$ cat src/rtl/apb4_master_arb_if.sv
// Bundle of the APB4 bus plus the per-channel request/response lanes seen by apb4_master_arb.
// master = the arbiter side; slave = the fabric/initiator side that drives requests and PREADY.
interface apb4_master_arb_if #(
  parameter int ADDR_W = 32,
  parameter int DATA_W = 32,
  parameter int NCH    = 2
);
  localparam int STRB_W = DATA_W / 8;

  logic                     PSEL;
  logic                     PENABLE;
  logic [ADDR_W-1:0]        PADDR;
  logic [2:0]               PPROT;
  logic                     PWRITE;
  logic [DATA_W-1:0]        PWDATA;
  logic [STRB_W-1:0]        PSTRB;
  logic                     PREADY;
  logic [DATA_W-1:0]        PRDATA;
  logic                     PSLVERR;

  logic [NCH-1:0]           req_valid;
  logic [NCH-1:0]           req_ready;
  logic [NCH-1:0]           req_write;
  logic [NCH*ADDR_W-1:0]    req_addr;
  logic [NCH*DATA_W-1:0]    req_wdata;
  logic [NCH*STRB_W-1:0]    req_strb;
  logic [NCH*3-1:0]         req_prot;

  logic [NCH-1:0]           rsp_valid;
  logic [DATA_W-1:0]        rsp_rdata;
  logic                     rsp_err;
  logic                     rsp_tout;

  modport master (
    output PSEL, PENABLE, PADDR, PPROT, PWRITE, PWDATA, PSTRB,
    input  PREADY, PRDATA, PSLVERR,
    input  req_valid, req_write, req_addr, req_wdata, req_strb, req_prot,
    output req_ready,
    output rsp_valid, rsp_rdata, rsp_err, rsp_tout
  );

  modport slave (
    input  PSEL, PENABLE, PADDR, PPROT, PWRITE, PWDATA, PSTRB,
    output PREADY, PRDATA, PSLVERR,
    output req_valid, req_write, req_addr, req_wdata, req_strb, req_prot,
    input  req_ready,
    input  rsp_valid, rsp_rdata, rsp_err, rsp_tout
  );
endinterface

$ cat src/rtl/apb4_master_arb.sv
// Multi-channel APB4 master: round-robin arbitration of NCH request lanes onto one APB4 bus,
// with back-to-back SETUP after a completing ACCESS and an optional PREADY timeout abort.
module apb4_master_arb #(
  parameter int ADDR_W  = 32,
  parameter int DATA_W  = 32,
  parameter int NCH     = 2,
  parameter int TIMEOUT = 16
) (
  input  logic               PCLK,
  input  logic               PRESET,
  apb4_master_arb_if.master  bus
);

  localparam int STRB_W = DATA_W / 8;
  localparam int CH_W   = (NCH > 1) ? $clog2(NCH) : 1;
  localparam int CNT_W  = (TIMEOUT > 0) ? $clog2(TIMEOUT + 1) : 1;
  localparam logic [CNT_W-1:0] CNT_MAX = CNT_W'(TIMEOUT);
  localparam logic [NCH-1:0]   CH_ONE  = NCH'(1);

  typedef enum logic [1:0] {IDLE, SETUP, ACCESS} state_e;

  state_e              state_q, state_d;
  logic [CH_W-1:0]     rr_q, rr_d;
  logic [CH_W-1:0]     ch_q, ch_d;
  logic [CNT_W-1:0]    cnt_q, cnt_d;
  logic                psel_q, psel_d;
  logic                penable_q, penable_d;
  logic [ADDR_W-1:0]   paddr_q, paddr_d;
  logic [2:0]          pprot_q, pprot_d;
  logic                pwrite_q, pwrite_d;
  logic [DATA_W-1:0]   pwdata_q, pwdata_d;
  logic [STRB_W-1:0]   pstrb_q, pstrb_d;
  logic [NCH-1:0]      rsp_valid_q, rsp_valid_d;
  logic [DATA_W-1:0]   rsp_rdata_q, rsp_rdata_d;
  logic                rsp_err_q, rsp_err_d;
  logic                rsp_tout_q, rsp_tout_d;

  logic                any_valid;
  logic [CH_W-1:0]     win;
  logic [CH_W-1:0]     cand;
  logic                grant_win;
  logic                accept;
  logic [ADDR_W-1:0]   win_addr;
  logic [DATA_W-1:0]   win_wdata;
  logic [STRB_W-1:0]   win_strb;
  logic [2:0]          win_prot;
  logic                win_write;

  // Scan from the farthest offset down so the channel nearest the pointer is written last and wins.
  always_comb begin
    any_valid = 1'b0;
    win       = '0;
    cand      = '0;
    for (int k = NCH - 1; k >= 0; k--) begin
      cand = CH_W'((int'(rr_q) + k) % NCH);
      if (bus.req_valid[cand]) begin
        any_valid = 1'b1;
        win       = cand;
      end
    end
  end

  always_comb begin
    win_addr  = '0;
    win_wdata = '0;
    win_strb  = '0;
    win_prot  = '0;
    win_write = 1'b0;
    for (int i = 0; i < NCH; i++) begin
      if (win == CH_W'(i)) begin
        win_addr  = bus.req_addr[i*ADDR_W +: ADDR_W];
        win_wdata = bus.req_wdata[i*DATA_W +: DATA_W];
        win_strb  = bus.req_strb[i*STRB_W +: STRB_W];
        win_prot  = bus.req_prot[i*3 +: 3];
        win_write = bus.req_write[i];
      end
    end
  end

  // A timeout abort has PREADY low, so it never opens a grant window.
  assign grant_win     = (state_q == IDLE) || ((state_q == ACCESS) && bus.PREADY);
  assign accept        = grant_win && any_valid;
  assign bus.req_ready = accept ? (CH_ONE << win) : '0;

  always_comb begin
    // NOTE: every _d gets its hold/idle value first, so no path through this block infers a latch.
    state_d     = state_q;
    rr_d        = rr_q;
    ch_d        = ch_q;
    cnt_d       = cnt_q;
    paddr_d     = paddr_q;
    pprot_d     = pprot_q;
    pwrite_d    = pwrite_q;
    pwdata_d    = pwdata_q;
    pstrb_d     = pstrb_q;
    rsp_valid_d = '0;
    rsp_rdata_d = '0;
    rsp_err_d   = 1'b0;
    rsp_tout_d  = 1'b0;

    if (accept) begin
      rr_d     = (int'(win) == NCH - 1) ? '0 : win + 1'b1;
      ch_d     = win;
      paddr_d  = win_addr;
      pprot_d  = win_prot;
      pwrite_d = win_write;
      pwdata_d = win_write ? win_wdata : '0;
      pstrb_d  = win_write ? win_strb  : '0;
    end

    unique case (state_q)
      IDLE: begin
        if (accept) state_d = SETUP;
      end
      SETUP: begin
        state_d = ACCESS;
        cnt_d   = CNT_W'(1);
      end
      ACCESS: begin
        if (bus.PREADY) begin
          state_d     = accept ? SETUP : IDLE;
          rsp_valid_d = CH_ONE << ch_q;
          rsp_rdata_d = pwrite_q ? '0 : bus.PRDATA;
          rsp_err_d   = bus.PSLVERR;
        end else if ((TIMEOUT != 0) && (cnt_q == CNT_MAX)) begin
          state_d     = IDLE;
          rsp_valid_d = CH_ONE << ch_q;
          rsp_err_d   = 1'b1;
          rsp_tout_d  = 1'b1;
        end else begin
          cnt_d = cnt_q + 1'b1;
        end
      end
      default: state_d = IDLE;
    endcase

    psel_d    = (state_d != IDLE);
    penable_d = (state_d == ACCESS);
  end

  // NOTE: state is updated with non-blocking assignments so every flop samples pre-edge values.
  always_ff @(posedge PCLK or posedge PRESET) begin
    if (PRESET) begin
      state_q     <= IDLE;
      rr_q        <= '0;
      ch_q        <= '0;
      cnt_q       <= '0;
      psel_q      <= 1'b0;
      penable_q   <= 1'b0;
      paddr_q     <= '0;
      pprot_q     <= '0;
      pwrite_q    <= 1'b0;
      pwdata_q    <= '0;
      pstrb_q     <= '0;
      rsp_valid_q <= '0;
      rsp_rdata_q <= '0;
      rsp_err_q   <= 1'b0;
      rsp_tout_q  <= 1'b0;
    end else begin
      state_q     <= state_d;
      rr_q        <= rr_d;
      ch_q        <= ch_d;
      cnt_q       <= cnt_d;
      psel_q      <= psel_d;
      penable_q   <= penable_d;
      paddr_q     <= paddr_d;
      pprot_q     <= pprot_d;
      pwrite_q    <= pwrite_d;
      pwdata_q    <= pwdata_d;
      pstrb_q     <= pstrb_d;
      rsp_valid_q <= rsp_valid_d;
      rsp_rdata_q <= rsp_rdata_d;
      rsp_err_q   <= rsp_err_d;
      rsp_tout_q  <= rsp_tout_d;
    end
  end

  assign bus.PSEL      = psel_q;
  assign bus.PENABLE   = penable_q;
  assign bus.PADDR     = paddr_q;
  assign bus.PPROT     = pprot_q;
  assign bus.PWRITE    = pwrite_q;
  assign bus.PWDATA    = pwdata_q;
  assign bus.PSTRB     = pstrb_q;
  assign bus.rsp_valid = rsp_valid_q;
  assign bus.rsp_rdata = rsp_rdata_q;
  assign bus.rsp_err   = rsp_err_q;
  assign bus.rsp_tout  = rsp_tout_q;

endmodule
$ cat src/flat_wrapper.sv
// flat-port wrapper written by rule: the top's interface ports become plain ports
module apb4_master_arb_flat 
#(
  parameter int ADDR_W  = 32,
  parameter int DATA_W  = 32,
  parameter int NCH     = 2,
  parameter int TIMEOUT = 16
)
  (PCLK, PRESET, bus_PSEL, bus_PENABLE, bus_PADDR, bus_PPROT, bus_PWRITE, bus_PWDATA, bus_PSTRB, bus_PREADY, bus_PRDATA, bus_PSLVERR, bus_req_valid, bus_req_write, bus_req_addr, bus_req_wdata, bus_req_strb, bus_req_prot, bus_req_ready, bus_rsp_valid, bus_rsp_rdata, bus_rsp_err, bus_rsp_tout);
  apb4_master_arb_if #(.ADDR_W(ADDR_W), .DATA_W(DATA_W), .NCH(NCH)) bus_i ();
  input  logic PCLK;
  input  logic PRESET;
  output wire logic [$bits(bus_i.PSEL)-1:0] bus_PSEL;
  output wire logic [$bits(bus_i.PENABLE)-1:0] bus_PENABLE;
  output wire logic [$bits(bus_i.PADDR)-1:0] bus_PADDR;
  output wire logic [$bits(bus_i.PPROT)-1:0] bus_PPROT;
  output wire logic [$bits(bus_i.PWRITE)-1:0] bus_PWRITE;
  output wire logic [$bits(bus_i.PWDATA)-1:0] bus_PWDATA;
  output wire logic [$bits(bus_i.PSTRB)-1:0] bus_PSTRB;
  input wire logic [$bits(bus_i.PREADY)-1:0] bus_PREADY;
  input wire logic [$bits(bus_i.PRDATA)-1:0] bus_PRDATA;
  input wire logic [$bits(bus_i.PSLVERR)-1:0] bus_PSLVERR;
  input wire logic [$bits(bus_i.req_valid)-1:0] bus_req_valid;
  input wire logic [$bits(bus_i.req_write)-1:0] bus_req_write;
  input wire logic [$bits(bus_i.req_addr)-1:0] bus_req_addr;
  input wire logic [$bits(bus_i.req_wdata)-1:0] bus_req_wdata;
  input wire logic [$bits(bus_i.req_strb)-1:0] bus_req_strb;
  input wire logic [$bits(bus_i.req_prot)-1:0] bus_req_prot;
  output wire logic [$bits(bus_i.req_ready)-1:0] bus_req_ready;
  output wire logic [$bits(bus_i.rsp_valid)-1:0] bus_rsp_valid;
  output wire logic [$bits(bus_i.rsp_rdata)-1:0] bus_rsp_rdata;
  output wire logic [$bits(bus_i.rsp_err)-1:0] bus_rsp_err;
  output wire logic [$bits(bus_i.rsp_tout)-1:0] bus_rsp_tout;
  assign bus_PSEL = bus_i.PSEL;
  assign bus_PENABLE = bus_i.PENABLE;
  assign bus_PADDR = bus_i.PADDR;
  assign bus_PPROT = bus_i.PPROT;
  assign bus_PWRITE = bus_i.PWRITE;
  assign bus_PWDATA = bus_i.PWDATA;
  assign bus_PSTRB = bus_i.PSTRB;
  assign bus_i.PREADY = bus_PREADY;
  assign bus_i.PRDATA = bus_PRDATA;
  assign bus_i.PSLVERR = bus_PSLVERR;
  assign bus_i.req_valid = bus_req_valid;
  assign bus_i.req_write = bus_req_write;
  assign bus_i.req_addr = bus_req_addr;
  assign bus_i.req_wdata = bus_req_wdata;
  assign bus_i.req_strb = bus_req_strb;
  assign bus_i.req_prot = bus_req_prot;
  assign bus_req_ready = bus_i.req_ready;
  assign bus_rsp_valid = bus_i.rsp_valid;
  assign bus_rsp_rdata = bus_i.rsp_rdata;
  assign bus_rsp_err = bus_i.rsp_err;
  assign bus_rsp_tout = bus_i.rsp_tout;
  apb4_master_arb #(.ADDR_W(ADDR_W), .DATA_W(DATA_W), .NCH(NCH), .TIMEOUT(TIMEOUT)) u_core (.PCLK(PCLK), .PRESET(PRESET), .bus(bus_i));
endmodule
$ cat config.mk
export PLATFORM = sky130hd
export DESIGN_NAME = apb4_master_arb_flat
export DESIGN_NICKNAME = d
export VERILOG_FILES = /design/src/rtl/apb4_master_arb_if.sv /design/src/rtl/apb4_master_arb.sv /design/src/flat_wrapper.sv
export SDC_FILE = /design/constraint.sdc
export NUM_CORES = 1
export LEC_CHECK = 0
export ABC_AREA = 1
export CAP_MARGIN = 15
export CORE_UTILIZATION = 40
export DETAILED_ROUTE_END_ITERATION = 16
export PLACE_DENSITY_LB_ADDON = 0.08
export SYNTH_ARGS = -nofsm -noshare
export SYNTH_HDL_FRONTEND = slang
export SYNTH_SLANG_ARGS = --single-unit
export TNS_END_PERCENT = 50
$ cat constraint.sdc
create_clock -name PCLK -period 6.54 [get_ports PCLK]
set_clock_uncertainty 0.15 [all_clocks]
set_input_delay 1.962 -clock PCLK [delete_from_list [all_inputs] [get_ports PCLK]]
set_output_delay 1.962 -clock PCLK [all_outputs]
set_load 0.1 [all_outputs]
==> impl_results.md, run 1 <==
* Least-Margin Pin Slew at 1.05 ns
* DR WL/cell at 14.4 µm
* First-pass GRT wire length at around 27000 µm
* Die Width at 120 µm
* DPL Wire Length at 12100 µm
* Largest stage delay on the critical path at around 0.58 ns
* Final Wtd Congestion at 0.738
* Clock buffer count from CTS at 17
* Initial core utilization at around 42%
* Worst-Skew Late Latency at between 0.4 and 0.5 ns
* Rel. slew slack at slightly below 30%
* Die Ht at 120 µm
* Power per Cell Area at 542 mW/mm²
* Critical path cell sequence: clkdlybuf4s50_1, nand2_2, nor2_1, buf_12
* Fin nets at 1187
* Post-Synthesis Net Count at 909
* P_leak at 4.67 nW
* Slowest cell on the critical path: clkdlybuf4s50_1
* Register area share after synthesis at 53.3%
* DP Area at around 0.0085 mm²
* Post-Route WL at 17100 µm
* Hold WC Path Type: reg -> reg
* CTS Buffer Depth at 2
* Initial antenna violation count at 0
* Reg2Reg Launch Point: u_core.state_q[0]
* End of the worst register-to-register path: u_core.bus.PADDR[25]
* Post-CTS Resized at 0
* Yosys warns at 0
* Grt total ovfl at 0
* MaxCap Viol Count at 0
* Number of DRC markers in iteration 0 at 277
* Slew Viols, Final at 0
* Maximum vdd drop at 0.313 mV
* CP arrival at 3.16 ns
* Post-synthesis area per instance at 7.70 µm²
* Vias/cell at 4.64
* Vias in the first global route at 5460
* Post-Layout Inst Area at just over 0.009 mm²
* Die area at 0.0144 mm²
* Pre-antenna DRT Iters at 4
* I/O pin total at ~300
* Fmax at 190 MHz
* Yosys reg bits at around 120
* Cell Rows at 42
* R2R depth at 8
* Critical Path End Type: output pin
* Synth-to-layout area growth at 63.1%
* CTS tree: built
* Pin count of the biggest net entering global routing at 78
* Critical-path maximum fanout at 5
* Root Driver: clkbuf_16
* Synth Cell Area at approximately 0.0056 mm²
* Min Tclk post-route at between 5 and 6 ns
* Hold depth at 1
* DRT antenna net count at 0
* Routed vias at 5527
* Setup slack, reg-to-reg at 3.82 ns
* Antenna Cells at 0
* Setup CP Type: in -> out
* Worst-path clk slew at 0.05 ns
* Final hold violation count at 0
* Fin crit share at 80.6%
* Unrepaired setup endpoints after global routing: false
* Hold_buf cts at 0
* Distinct cells, synth at 19
* Req. time, crit path at 4.43 ns
* H-tree Lvls at 4
* Share of cells above drive strength 1 at 4.63%
* Hold wc startpoint: u_core.ch_q
* Setup TNS at 0 ns
* Endpoints failing setup at 0
* Post CTS Setup Buffer Count at 0
* CTS sink cnt at about 120
* Fillers at approximately 1100
* Min-Delay Endpoint: u_core.bus.rsp_valid[0]
* Outcome: finished clean
* GRT Util Overall at 24.4%
* Core area at 0.0135 mm²
* DRC errors left at 0
* Startpoint Class: input pin
* Mapped Cells at 725
* Number of I/O port buffers at 293
state kept, by name (all words and copies together), names as in the netlist, 2 cells and up:
register,count
u_core.bus.PWDATA,32
u_core.state_q,2
u_core.bus.rsp_valid,2
u_core.bus.rsp_rdata,32
u_core.bus.PADDR,32
u_core.bus.PPROT,3
u_core.cnt_q,5
u_core.bus.PSTRB,4
power by group:
part	internal (W)	switching (W)
clock	0.000655	0.000312
combinational	0.000636	0.00224
sequential	0.000976	0.000124
total	0.00227	0.00267
logic make-up (layout without fill, tap and decap cells):
| kind of cell | after synthesis | after routing | synth area share [%] |
|---|---|---|---|
| AO/OA/AOI/OAI | 4 | 4 | 0.471 |
| buffers and inverters | 87 | 378 | 8.87 |
| XOR/XNOR | 1 | 1 | 0.157 |
| AND/OR/NAND/NOR | 512 | 512 | 36.7 |
| flip-flops | 119 | 119 | 53.3 |
| adder cells (fa/ha/maj) | 2 | 2 | 0.448 |
layout by cell type, fill, tap and decap left out, drive strengths merged:
master,n
nand2,380
clkdlybuf4s50,291
dfrtp,119
nand3,82
nor2,47
inv,46
clkbuf,23
buf,9
clkinv,4
bufinv,4
o21ai,3
nand4,2
ha,2
xnor2,1
nor3,1
o21bai,1
clkinvlp,1
synth_stat cells, drive strengths merged:
cell type / count / area (µm²)
nor2: 47 / 184
o21ai: 3 / 18.8
buf: 41 / 323
ha: 2 / 25.0
nor3: 1 / 5.00
nand4: 2 / 12.5
inv: 46 / 173
dfrtp: 119 / 2980
o21bai: 1 / 7.51
nand2: 380 / 1430
xnor2: 1 / 8.76
nand3: 82 / 415
worst max path at each step:
stage	start	slack (ns)	end	cells after the start
2_1_floorplan	bus_req_valid[0]	0.87	bus_req_ready[1]	4
4_1_cts	bus_req_valid[1]	1.27	bus_req_ready[1]	4
5_1_grt	bus_req_valid[1]	1.20	bus_req_ready[1]	4
3_5_place_dp	bus_req_valid[1]	1.29	bus_req_ready[1]	4
3_3_place_gp	bus_req_valid[1]	1.29	bus_req_ready[1]	4
6_report	bus_req_valid[1]	1.27	bus_req_ready[1]	4
per-stage QoR:
| step | util (%) | power (W) | hold WS (ns) | setup slack (ns) | instances |
|---|---|---|---|---|---|
| 5_1_grt | 67.7 | 0.00514 | 0.303 | 1.20 | 1192 |
| 3_5_place_dp | 63.1 | 0.00400 | 0.272 | 1.29 | 1160 |
| 6_report | 67.7 | 0.00494 | 0.281 | 1.27 | 1192 |
| 4_1_cts | 67.7 | 0.00498 | 0.280 | 1.27 | 1192 |
| 2_1_floorplan | - | 0.00328 | 0.253 | 0.870 | 725 |
| 3_3_place_gp | 63.1 | 0.00398 | 0.272 | 1.29 | 1160 |
per-layer routing:
layer | part of all wire, % | vias up | GRT usage [%]
li1 | - | 2768 | -
met1 | 40 | 2510 | 28.4
met2 | 49 | 209 | 41.2
met3 | 8.9 | 40 | 7.98
met4 | 2.7 | 0 | 10.2
met5 | 0 | - | 0
area by class of cell:
class                   instances  area, µm²  area share (%)
repair buffers                300       3010            33.0
flip-flops and latches        119       2980            32.7
multi-input cells             519       2110            23.2
clock buffers                  23        468            5.14
well taps                     176        220            2.42
inverters                      46        175            1.92
clock inverters                 9        148            1.62
critical path, delay by kind of cell:
kind | cells | cell delay (ns)
AND/OR/NAND/NOR | 2 | 0.39
buffers and inverters | 2 | 0.80
Power figures use the tool's default switching activity.
==> inputs of run 2 (changes only) <==
==> constraint.sdc (replaced) <==
create_clock -name PCLK -period 5.2 [get_ports PCLK]
set_clock_uncertainty 0.15 [all_clocks]
set_input_delay 1.56 -clock PCLK [delete_from_list [all_inputs] [get_ports PCLK]]
set_output_delay 1.56 -clock PCLK [all_outputs]
set_load 0.1 [all_outputs]
==> impl_results.md, run 2 (synthesis results as in run 1) <==
* Critical path cell sequence: clkdlybuf4s50_1, o21ai_2, nor2_1, buf_12
* Final Wtd Congestion at 0.769
* Share of cells above drive strength 1 at 5.11%
* First-pass GRT wire length at 27100 µm
* Req. time, crit path at ~3.5 ns
* Post-Route WL at between 15000 and 20000 µm
* H-tree Lvls at 4
* Fillers at 1103
* Setup slack, reg-to-reg at 2.72 ns
* CTS Buffer Depth at 2
* DP Area at approximately 0.0085 mm²
* Pre-CTS setup slack at 0.751 ns
* Outcome: finished clean
* CP arrival at 2.77 ns
* Cell count after placement at approximately 1200
* MaxCap Viol Count at 0
* Post-Layout Inst Area at 0.00907 mm²
* Fin crit share at 86.1%
* Slew Viols, Final at 0
* Pre-antenna DRT Iters at 4
* Worst-Skew Late Latency at ~0.41 ns
* Slowest cell on the critical path: clkdlybuf4s50_1
* Root Driver: clkbuf_16
* I/O pin total at between 200 and 300
* Die Width at roughly 120 µm
* Core area at 0.0135 mm²
* Grt total ovfl at 0
* CP delay by family, top: buffers and inverters
* Power per Cell Area at 674 mW/mm²
* Multi-input gate area at 0.00211 mm²
* Unrepaired setup endpoints after global routing: false
* R2R depth at 8
* Post CTS Setup Buffer Count at 0
* Die Ht at about 120 µm
* Min-Delay Endpoint: u_core.bus.rsp_valid[0]
* Final Non-Filler Cells at between 1000 and 1500
* DPL Wire Length at approximately 12000 µm
* CTS sink cnt at ~120
* Register Area at roughly 0.003 mm²
* Fmax at 223 MHz
* Number of DRC markers in iteration 0 at 337
* Critical-path maximum fanout at 4
* Final hold violation count at 0
* Clock buffer count from CTS at 17
* Hold wc startpoint: u_core.ch_q
* Largest stage delay on the critical path at 0.58 ns
* Commonest non-fill, non-tap cell in the layout: nand2_1
* Setup CP Type: in -> out
* Critical Path End Type: output pin
* Post-route worst setup slack at around 0.72 ns
* Min Tclk post-route at 4.48 ns
* Die area at 0.0144 mm²
* DRC errors left at 0
* Hold WC Path Type: reg -> reg
* Antenna Cells at 0
* GRT Util Overall at 24.5%
* Cell Rows at 42
* Worst-path clk slew at 0.05 ns
* End of the worst register-to-register path: u_core.bus.PWDATA[28]
* Initial antenna violation count at 0
* Setup TNS at 0 ns
* Startpoint Class: input pin
* Hold_buf cts at 0
* Routed vias at 5461
* Fin nets at 1188
* Pin count of the biggest net entering global routing at 78
* Endpoints failing setup at 0
* Crit path buf inv count at 2
* Initial core utilization at 41.5%
* Number of I/O port buffers at between 200 and 300
* Commonest non-fill, non-tap cells in the layout: nand2_1, clkdlybuf4s50_1, dfrtp_1, nand3_1, nor2_1
* Least-Margin Pin Slew at between 1 and 1.5 ns
* Hold depth at 1
* Vias/cell at 4.58
* Vias in the first global route at 5324
* DR WL/cell at 14.4 µm
* Synth-to-layout area growth at 62.5%
* CTS tree: built
* Maximum vdd drop at between 0.3 and 0.4 mV
* Post-CTS Resized at 0
* Reg2Reg Launch Point: u_core.rr_q
* DRT antenna net count at 0
* P_leak at about 4.7 nW
* Rel. slew slack at 30.3%
run 2: cell types whose count changed in the layout (fill, tap and decap cells not counted):
cell        before  now
buf_4            7    8
bufinv_16        4    2
clkbuf_1         4    0
clkbuf_8         2    1
clkinv_2         4    7
clkinv_4         0    1
clkinvlp_4       1    4
run 2: worst reg2reg max path, delay by kind of cell, from the launching register on:
family                 cells  cell delay [ns]
buffers and inverters      2             0.69
and+or+nand+nor            6             1.21
DFF                        1             0.36
run 2: worst max path at each step:
stage                                start                   to  depth (start not counted)
final                           bus_PREADY     bus_req_ready[1]                          4
after global routing      bus_req_valid[1]     bus_req_ready[1]                          4
after CTS                       bus_PREADY     bus_req_ready[1]                          4
after detailed placement        bus_PREADY     bus_req_ready[1]                          4
after global placement          bus_PREADY     bus_req_ready[1]                          4
after floorplan                     PRESET  u_core.bus.PADDR[0]                          1
run 2: final cells by class:
| type | count | area share [%] |
|---|---|---|
| clock buffer | 18 | 4.84 |
| clock inverter | 14 | 1.48 |
| inverter | 46 | 1.93 |
| multi-input combinational | 519 | 23.3 |
| sequential | 119 | 32.8 |
| tap | 176 | 2.43 |
| timing repair buffer | 301 | 33.2 |
run 2: metrics by stage:
stage	hold slack [ns]	utilization, %	power (W)
after detailed placement	0.268	63.2	0.00502
final	0.276	67.4	0.00612
after floorplan	0.253	-	0.00413
after global routing	0.304	67.4	0.00638
after global placement	0.263	63.2	0.00501
after CTS	0.277	67.4	0.00617
run 2: where the power goes:
part | internal, W | switching (W) | total [W] | leakage (nW)
Sequential | 0.00123 | 0.000150 | 0.00138 | 1.56
Clock | 0.000709 | 0.000416 | 0.00113 | 0.277
Combinational | 0.000803 | 0.00281 | 0.00362 | 2.82
run 2: per-layer routing:
| metal | up-vias | part of all wire [%] | GRT usage, % |
|---|---|---|---|
| met2 | 216 | 48 | 40.9 |
| met1 | 2444 | 41 | 28.7 |
| li1 | 2765 | - | - |
| met3 | 36 | 8.6 | 7.51 |
| met4 | 0 | 2.9 | 11.5 |
| met5 | - | 0 | 0 |
==> inputs of run 3 (changes only) <==
--- a/config.mk
+++ b/config.mk
@@ -6,7 +6,7 @@
 export NUM_CORES = 1
 export LEC_CHECK = 0
 export ABC_AREA = 1
-export CAP_MARGIN = 15
+export CAP_MARGIN = 20
 export CORE_UTILIZATION = 40
 export DETAILED_ROUTE_END_ITERATION = 16
 export PLACE_DENSITY_LB_ADDON = 0.08
==> impl_results.md, run 3 (synthesis results as in run 1) <==
* Reg2Reg Launch Point: u_core.rr_q
* Least-Margin Pin Slew at ~1.0 ns
* Fin nets at 1189
* Outcome: finished clean
* Vias/cell at 4.59
* Critical Path End Type: output pin
* Routed vias at 5475
* Hold depth at 1
* R2R depth at 8
* Startpoint Class: input pin
* Hold wc startpoint: u_core.ch_q
* Core area at 0.0135 mm²
* DR WL/cell at around 14 µm
* Post-route worst setup slack at 0.723 ns
* P_leak at 4.67 nW
* First-pass GRT wire length at 27100 µm
* Number of I/O port buffers at slightly below 300
* Hold WC Path Type: reg -> reg
* Worst-Skew Late Latency at 0.41 ns
* DPL Wire Length at 11800 µm
* CTS sink cnt at 119
* Number of DRC markers in iteration 0 at 332
* Antenna Cells at 0
* Clock buffer count from CTS at 17
* Initial antenna violation count at 0
* Slew Viols, Final at 0
* Setup CP Type: in -> out
* Critical-path maximum fanout at 4
* Die Ht at 120 µm
* Pre-CTS setup slack at 0.751 ns
* DRC errors left at 0
* Synth-to-layout area growth at 63.0%
* Req. time, crit path at between 3 and 4 ns
* I/O pin total at 294
* Worst-path clk slew at 0.05 ns
* Fmax at 223 MHz
* Min-Delay Endpoint: u_core.bus.rsp_valid[0]
* Die Width at ~120 µm
* Endpoints failing setup at 0
* DRT antenna net count at 0
* CTS tree: built
* Setup TNS at 0 ns
* Fillers at 1100
* End of the worst register-to-register path: u_core.bus.PWDATA[28]
* GRT Util Overall at 24.5%
* H-tree Lvls at 4
* Grt total ovfl at 0
* Vias in the first global route at 5324
* Post-CTS Resized at 0
* Die area at around 0.014 mm²
* Rel. slew slack at 30.2%
* Min Tclk post-route at 4.48 ns
* Share of cells above drive strength 1 at 5.21%
* Power per Cell Area at 673 mW/mm²
* Post-Route WL at roughly 17000 µm
* Setup slack, reg-to-reg at 2.71 ns
* Fin crit share at between 80% and 90%
* CP arrival at around 2.8 ns
* MaxCap Viol Count at 0
* Root Driver: clkbuf_16
* Final hold violation count at 0
* Final Wtd Congestion at 0.769
* CTS Buffer Depth at 2
* Pre-antenna DRT Iters at 4
* Post CTS Setup Buffer Count at 0
* Unrepaired setup endpoints after global routing: false
* Initial core utilization at between 40% and 50%
* Maximum vdd drop at approximately 0.39 mV
* Pin count of the biggest net entering global routing at 78
* Commonest non-fill, non-tap cells in the layout: nand2_1, clkdlybuf4s50_1, dfrtp_1, nand3_1, nor2_1
* Commonest non-fill, non-tap cell in the layout: nand2_1
* Hold_buf cts at 0
* Cell Rows at 42
run 3: final cells by class:
| type | count | area [µm²] | area share (%) |
|---|---|---|---|
| Multi-Input combinational cell | 519 | 2110 | 23.2 |
| Sequential cell | 119 | 2980 | 32.7 |
| Inverter | 46 | 175 | 1.92 |
| Tap cell | 176 | 220 | 2.42 |
| Clock buffer | 18 | 439 | 4.83 |
| Timing Repair Buffer | 302 | 3040 | 33.4 |
| Clock inverter | 14 | 134 | 1.47 |
run 3: worst max-delay path, stage by stage:
cell and delay (ns):
clkdlybuf4s50_1 0.58, o21ai_2 0.12, nor2_1 0.29, buf_12 0.22
run 3: per-stage QoR:
step	total power, W	util [%]	instance area [µm²]	cells	hold slack (ns)
after global placement	0.00501	63.2	8500	1161	0.263
after global routing	0.00639	67.6	9100	1194	0.304
final	0.00613	67.6	9100	1194	0.276
after CTS	0.00617	67.4	9070	1193	0.277
after floorplan	0.00413	-	5580	725	0.253
after detailed placement	0.00502	63.2	8500	1161	0.268
run 3: how the worst max path moves through the flow:
stage,from,endpoint,slack (ns),cells past startpoint
2_1_floorplan,PRESET,u_core.bus.PADDR[0],0.33,1
3_3_place_gp,bus_PREADY,bus_req_ready[1],0.75,4
3_5_place_dp,bus_PREADY,bus_req_ready[1],0.75,4
4_1_cts,bus_PREADY,bus_req_ready[1],0.72,4
5_1_grt,bus_req_valid[1],bus_req_ready[1],0.68,4
6_report,bus_PREADY,bus_req_ready[1],0.72,4
run 3: power breakdown:
part | leakage, nW | switching, W | internal [W]
clock network | 0.277 | 0.000416 | 0.000709
registers | 1.56 | 0.000150 | 0.00123
logic | 2.83 | 0.00282 | 0.000810
total | 4.67 | 0.00338 | 0.00275
run 3: routing by layer:
layer	wire length, µm	part of all wire, %	GRT usage, %	vias up
met4	500	2.9	11.5	0
met3	1520	8.9	7.51	36
met1	6940	40	28.7	2452
met2	8190	48	40.9	220
li1	-	-	-	2767
met5	0	0	0	-
